## src/rtl/shift_add_multiplier_8bit.sv

```systemverilog
// Sequential 8x8 unsigned shift-and-add multiplier, one partial-product step
// per clock through a single 8-bit carry-look-ahead adder.
// Optional feature: define ZERO_SKIP_EN to bypass CALC when a or b is zero.

// 8-bit carry-look-ahead adder with 9-bit result (carry-out in bit 8).
module carry_look_ahead_8bit (
  input  logic [7:0] a,
  input  logic [7:0] b,
  input  logic       cin,
  output logic [8:0] sum
);
  logic [7:0] w_g;
  logic [7:0] w_p;
  logic [8:0] w_c;

  assign w_g = a & b;
  assign w_p = a ^ b;

  // Carry chain from generate/propagate terms.
  always_comb begin
    w_c    = '0;
    w_c[0] = cin;
    for (int i = 0; i < 8; i++) begin
      w_c[i+1] = w_g[i] | (w_p[i] & w_c[i]);
    end
  end

  assign sum = {w_c[8], w_p ^ w_c[7:0]};
endmodule

// state  | meaning
// S_IDLE | waiting for operands, in_ready=1
// S_CALC | 8 shift-add steps, cnt counts 0..7
// S_DONE | product valid, waiting for out_ready
module shift_add_multiplier_8bit (
  input  logic        clk,
  input  logic        rst,
  input  logic        in_valid,
  output logic        in_ready,
  input  logic [7:0]  a,
  input  logic [7:0]  b,
  output logic        out_valid,
  input  logic        out_ready,
  output logic [15:0] product
);
  typedef enum logic [1:0] {
    S_IDLE = 2'd0,
    S_CALC = 2'd1,
    S_DONE = 2'd2
  } state_t;

  state_t      r_state;
  state_t      w_state_nxt;
  logic [7:0]  r_mcand;
  logic [7:0]  r_acc_hi;
  logic [7:0]  r_acc_lo;
  logic [2:0]  r_cnt;
  logic [15:0] r_prod;
  logic [8:0]  w_sum;
  logic [8:0]  w_s9;
  logic        w_accept;
  logic        w_zero;

  carry_look_ahead_8bit u_cla (
    .a   (r_acc_hi),
    .b   (r_mcand),
    .cin (1'b0),
    .sum (w_sum)
  );

  // Add the multiplicand only when the current multiplier bit is set; the
  // carry-out is kept in bit 8 so it shifts into acc_hi and is never lost.
  assign w_s9     = r_acc_lo[0] ? w_sum : {1'b0, r_acc_hi};
  assign w_accept = in_valid && (r_state == S_IDLE);

`ifdef ZERO_SKIP_EN
  assign w_zero = (a == 8'h00) || (b == 8'h00);
`else
  assign w_zero = 1'b0;
`endif

  // State register.
  always_ff @(posedge clk) begin
    if (rst) r_state <= S_IDLE;
    else     r_state <= w_state_nxt;
  end

  // Next-state decode.
  always_comb begin
    w_state_nxt = r_state;
    case (r_state)
      S_IDLE:  if (w_accept) w_state_nxt = w_zero ? S_DONE : S_CALC;
      S_CALC:  if (r_cnt == 3'd7) w_state_nxt = S_DONE;
      S_DONE:  if (out_ready) w_state_nxt = S_IDLE;
      default: w_state_nxt = S_IDLE;
    endcase
  end

  // Operand capture, shift-add datapath and product register.
  always_ff @(posedge clk) begin
    if (rst) begin
      r_mcand  <= '0;
      r_acc_hi <= '0;
      r_acc_lo <= '0;
      r_cnt    <= '0;
      r_prod   <= '0;
    end else begin
      case (r_state)
        S_IDLE: begin
          if (w_accept) begin
            if (w_zero) begin
              r_prod <= '0;
            end else begin
              r_mcand  <= a;
              r_acc_hi <= '0;
              r_acc_lo <= b;
              r_cnt    <= '0;
            end
          end
        end
        S_CALC: begin
          r_acc_hi <= w_s9[8:1];
          r_acc_lo <= {w_s9[0], r_acc_lo[7:1]};
          r_cnt    <= r_cnt + 3'd1;
          if (r_cnt == 3'd7) r_prod <= {w_s9[8:1], w_s9[0], r_acc_lo[7:1]};
        end
        default: ;
      endcase
    end
  end

  assign in_ready  = (r_state == S_IDLE) && !rst;
  assign out_valid = (r_state == S_DONE);
  assign product   = r_prod;
endmodule

```

## config.mk

```make
export PLATFORM = sky130hd
export DESIGN_NAME = shift_add_multiplier_8bit
export DESIGN_NICKNAME = d
export VERILOG_FILES = /design/src/rtl/shift_add_multiplier_8bit.sv
export SDC_FILE = /design/constraint.sdc
export NUM_CORES = 1
export LEC_CHECK = 0
export ABC_CLOCK_PERIOD_IN_PS = 3240
export BUFFER_PORTS_ARGS = -buffer_cell sky130_fd_sc_hd__buf_4
export CAP_MARGIN = 20
export CORE_ASPECT_RATIO = 1.4
export CORE_MARGIN = 2
export CORE_UTILIZATION = 49
export DETAILED_ROUTE_END_ITERATION = 8
export GPL_ROUTABILITY_DRIVEN = 1
export PLACE_DENSITY = 0.74
export SLEW_MARGIN = 30
export SYNTH_ARGS = -nofsm -noshare
export SYNTH_HDL_FRONTEND = slang
export SYNTH_SLANG_ARGS = --single-unit
```

## constraint.sdc

```tcl
create_clock -name clk -period 3.24 [get_ports clk]
set_input_delay 0.324 -clock clk [delete_from_list [all_inputs] [get_ports clk]]
set_output_delay 0.324 -clock clk [all_outputs]
set_load 0.02 [all_outputs]
```

* Word level (Yosys, flattened, before mapping)
Index checks and enable logic that the tools add are counted.
** Word-level totals
- Register bits :: 45
- Bits of input ports :: 20
** Operators by class
- Add/sub/neg operators :: 1
- Eq/ne operators :: 6
- Muxes and demuxes :: 11
- Bitwise operators :: 17
- Reductions and logical operators :: 9
** Operators by type and width (number)
- case mux 8 bit (2 select lines) :: 2
- two-way mux 8 bit :: 2
- XOR 8 bit :: 2
- two-way mux 9 bit :: 1
- bitwise AND 8 bit :: 1
- bitwise AND 1 bit :: 7
- bitwise OR 1 bit :: 7
- two-way mux 2 bit :: 3
- case mux 2 bit (3 select lines) :: 1
- case mux 3 bit (2 select lines) :: 1
- AND reduction 2 bit :: 3
- != test 2 bit, second input constant :: 2
- adder 3 x 1 -> 3 bit, second input constant :: 1
- equality test 3 bit, second input constant :: 1
- two-way mux 3 bit :: 1
- AND reduction 3 bit :: 1
- equality test 2 x 1 -> 1 bit, second input constant :: 1
- equality test 2 bit, second input constant :: 1
- logical AND 1 bit :: 2
- logical NOT 2 bit :: 1
- != test 2 x 1 -> 1 bit, second input constant :: 1
- nonzero test 2 bit :: 1
- logical NOT 1 bit :: 1

* Logic depth before layout (Yosys ltp)
- Depth after elaboration :: 17
- Depth in mapped cells :: 13
- Gate-level depth less buffers :: 13

* Cells and area by module
Synthesis repeated with hierarchy kept, for this count alone.
** Unflattened totals
- Cells, all modules :: 227
- Area, all modules :: 2070.7 um^2
** By module, submodules not included
- shift_add_multiplier_8bit :: instances 1, cells an instance 209, area an instance 1873.0 um^2, sequential area each 900.9 um^2
- carry_look_ahead_8bit :: instances 1, cells an instance 18, area an instance 197.7 um^2, sequential area each 0.0 um^2

* Worst setup path before layout
OpenSTA, ideal clock, no wires.
- Path kind :: flip-flop to flip-flop
- From :: register r_acc_hi[0]
- To :: register r_acc_hi[6]
- Arrival :: 3.348 ns
- Setup slack :: -0.236 ns
- Stages on the path, launching flop included :: 14
- Period minus slack after synthesis :: 3.476 ns
- Cell sequence :: dfxtp_1 > ha_1 > inv_1 > fa_1 > fa_1 > fa_1 > fa_1 > fa_1 > inv_1 > fa_1 > fa_1 > mux2i_1 > o2bb2ai_1 > nor2b_1
** Between the ends
- Cells in the longest elaborated chain, start to end :: 16
** RTL lines
- start, declared :: line 55 : logic [7:0] r_acc_hi;
- start signal, assigned :: line 122 : r_acc_hi <= w_s9[8:1];
- bitwise AND 8 bit :: line 16 : assign w_g = a & b;
- bitwise AND 1 bit :: line 24 : w_c[i+1] = w_g[i] | (w_p[i] & w_c[i]);
- bitwise OR 1 bit :: line 24
- bitwise AND 1 bit :: line 24
- bitwise OR 1 bit :: line 24
- bitwise AND 1 bit :: line 24
- bitwise OR 1 bit :: line 24
- bitwise AND 1 bit :: line 24
- bitwise OR 1 bit :: line 24
- bitwise AND 1 bit :: line 24
- bitwise OR 1 bit :: line 24
- bitwise AND 1 bit :: line 24
- bitwise OR 1 bit :: line 24
- XOR 8 bit :: line 28 : assign sum = {w_c[8], w_p ^ w_c[7:0]};
- two-way mux 9 bit :: line 73 : assign w_s9 = r_acc_lo[0] ? w_sum : {1'b0, r_acc_hi};
- case mux 8 bit (2 select lines) :: line 108 : case (r_state)
No other way between the ends.
A chain may end at the register's enable or synchronous reset.

* Worst setup path after layout
- From :: register r_mcand[0]
- To :: register r_acc_hi[6]
** Between the ends
- Cells in the longest elaborated chain, start to end :: 16
** RTL lines
- start, declared :: line 54 : logic [7:0] r_mcand;
- start signal, assigned :: line 102 : r_mcand <= '0;
- start signal, assigned :: line 114 : r_mcand <= a;
- bitwise AND 8 bit :: line 16
- bitwise AND 1 bit :: line 24
- bitwise OR 1 bit :: line 24
- bitwise AND 1 bit :: line 24
- bitwise OR 1 bit :: line 24
- bitwise AND 1 bit :: line 24
- bitwise OR 1 bit :: line 24
- bitwise AND 1 bit :: line 24
- bitwise OR 1 bit :: line 24
- bitwise AND 1 bit :: line 24
- bitwise OR 1 bit :: line 24
- bitwise AND 1 bit :: line 24
- bitwise OR 1 bit :: line 24
- XOR 8 bit :: line 28
- two-way mux 9 bit :: line 73
- case mux 8 bit (2 select lines) :: line 108
No other way between the ends.

==> impl_metrics.yaml <==
cts:
  cts_buffers: 5
  h-tree-depth: 2
  root_buffer: "clkbuf_8"
  insertion_delay_ps: 300
  clk_path_buf_depth: 2
  cts_sinks: 45
  holdBufCountCts: 0
  cts_tree: "built"
  clk_pin_slew_ps: 80
hold_path:
  hp-start: "a[3]"
  holdPathStages: 3
  hold-path-endpoint: "r_mcand[3]"
  hold_class: "input port to flip-flop"
logic_synthesis:
  yosys-top-cells-count: "nand2_1, dfxtp_1, a21oi_1"
  synth_edf_count: 0
  yosys.area.top_type: "dfxtp_1"
  synthTopCellsByArea: "dfxtp_1, nand2_1, a21oi_1"
  ys_ff_latch: 45
  synth_cell_types: 34
  netlist_instances: 240
  synthArstFlopShare_pct: 0
  yosys.area.top_type_share_pct: 42.81
  ys.warnings.count: 0
  synth_flop_cell: "dfxtp_1"
  synthesis.nets: 270
  yosysSeqAreaShare_pct: 42.81
  synth.cell_area_um2: 2105
  postSynthAreaPerCell_um2: 8.769
  yosysMostFrequentCell: "nand2_1"
finish:
  nets: 302
  final_area_um2: 2475
  antennaDiodeCount: 0
  area_growth_pct: 17.60
  final_cells: 318
  drive_gt1_share_pct: 26.01
timing:
  relSlewSlack_pct: 49.75
  hold_violations: 0
  layout_min_cycle_time_ps: 3472
  setup_slack_ps: -231.9
  rsz0062_at_grt: "yes"
  drv_slew: 0
  worst_pin_slew_ps: 752.8
  max_freq_ghz: 0.2880
  fin_crit_sh_pct: 107.2
  clock_skew_ps: 3.787
  setup_violations: 4
detailed_routing:
  first_pass_iters: 6
  initialDrtViolationCount: 63
  wire_per_inst_um: 13.49
  wirelength_um: 4290
  vias: 1738
  ant_nets: 0
  drc: 1
  vias_per_cell: 5.465
setup_path:
  rr_worst_depth: 13
  crit_path_max_incr_delay_ps: 400
  r2r_end: "r_acc_hi[6]"
  critPathArrivalTime_ps: 3650
  crit_chain: "ha_1 -> inv_2 -> fa_2 -> fa_2 -> fa_2 -> fa_2 -> fa_2 -> inv_2 -> fa_2 -> fa_1 -> mux2i_1 -> o2bb2ai_1 -> nor2b_1"
  crit_path_max_fanout: 2
  cpMaxStageDelayCell: "fa_1"
  path_buf_inv: 2
  rrSetupSlack_ps: -230
  startpoint_type: "flip-flop"
  r2r-start: "r_mcand[0]"
  crit_family: "adder cells"
  path_class: "flip-flop to flip-flop"
  crit_top_cell: "fa_2"
  end_kind: "flip-flop"
  critPathRequiredTime_ps: 3410
grt:
  grt_max_degree: 47
  overflow: 0
  grt_pass1_vias: 1587
  gr-usage-all-layers_pct: 20.01
  grt_first_pass_wirelength_um: 7300
  antenna_found_initial: 0
job:
  cap_violations: 0
placed_design:
  placed_cell_area_um2: 2351
  dp_hpwl_um: 2902
  gp_congestion: 0.7850
  dp.cells: 308
  io_buffers: 37
run_status:
  outcome: "complete, but fails checks"
  violations: "DRC, setup timing"
die:
  initial_core_util_pct: 50.48
  die_area_um2: 4842
  io_pins: 38
  die_w_um: 59.39
  placementRows: 28
  core_um2: 4169
  die_h_um: 81.54
power:
  ir_drop_v: 0.0003322
  power.leakage_nw: 0.9478
  p_per_area_nw_per_um2: 437.7
per-stage QoR:
stage	power (mW)	setup TNS [ps]	setup WS [ps]	utilization (%)	hold slack [ps]
after detailed placement	0.7167	-640.2	-269.9	56.39	447.1
after CTS	1.093	-486.3	-248.9	59.18	264.8
after global routing	1.134	-1023	-369.7	59.36	265.7
after floorplan	0.6844	-101.9	-101.9	-	436.3
final	1.083	-437.0	-231.9	59.36	266.1
after global placement	0.7136	-263.6	-167.2	56.39	443.4
cell usage in the layout (no fill, tap or decap), drive strengths merged, types with 2 or more instances in the layout:
cell	instances
nand2	55
dfxtp	45
buf	43
a21oi	37
nor2	13
inv	13
o211ai	10
a211oi	10
clkbuf	7
fa	7
nor2b	4
nor3	3
nand2b	3
mux2i	3
ha	3
nand3	3
nand3b	2
worst max-delay path by stage:
stage                       end  slack, ps        start  depth (start not counted)
floorplan           r_acc_hi[6]       -100  r_acc_hi[0]                         13
global route        r_acc_hi[6]       -370   r_mcand[0]                         13
finish              r_acc_hi[6]       -230   r_mcand[0]                         13
detailed placement  r_acc_hi[6]       -270   r_mcand[0]                         13
CTS                 r_acc_hi[6]       -250   r_mcand[0]                         13
global placement    r_acc_hi[6]       -170   r_mcand[0]                         13
worst register-to-register path: stages, from the launching register on:
cell       delay (ps)
dfxtp_2           340
ha_1              150
inv_2              40
fa_2              370
fa_2              350
fa_2              340
fa_2              350
fa_2              340
inv_2              60
fa_2              180
fa_1              400
mux2i_1           200
o2bb2ai_1          90
nor2b_1           140
flip-flops by register name (all words and copies together), names as in the netlist:
register  cells
r_cnt         3
r_mcand       8
r_acc_hi      8
product      16
r_acc_lo      8
r_state       2
cells by family after synthesis:
kind of cell             count (synthesis)  synth area share [%]
buffers and inverters                   31                 8.382
AND/OR/NAND/NOR                         86                 18.73
AO/OA/AOI/OAI                           64                 19.68
multiplexers                             4                 1.962
adder cells (fa/ha/maj)                 10                 8.442
flip-flops                              45                 42.81
power by group:
part	switching (mW)	internal, mW
Combinational	0.0608	0.0501
Clock	0.185	0.193
Sequential	0.0230	0.572
what timing repair did:
action	in CTS	in global routing
gates resized for setup	6	0
gates cloned	0	0
buffers inserted	1	1
pin swaps	5	1
setup endpoints to repair	4	4
metal layers:
layer	wire, um	global-route usage, %
met5	0	0
met4	110	9.773
met3	206	4.882
met2	2226	31.87
met1	1745	24.95
layout make-up:
cell class	count	area, um^2
Multi-Input combinational cell	164	1042
Timing Repair Buffer	43	322.8
Clock inverter	1	5.005
Tap cell	45	56.30
Clock buffer	7	96.34
Sequential cell	45	903.4
Fill cell	386	1694
Inverter	13	48.80
Note: power is estimated with default switching activity, not from simulation.
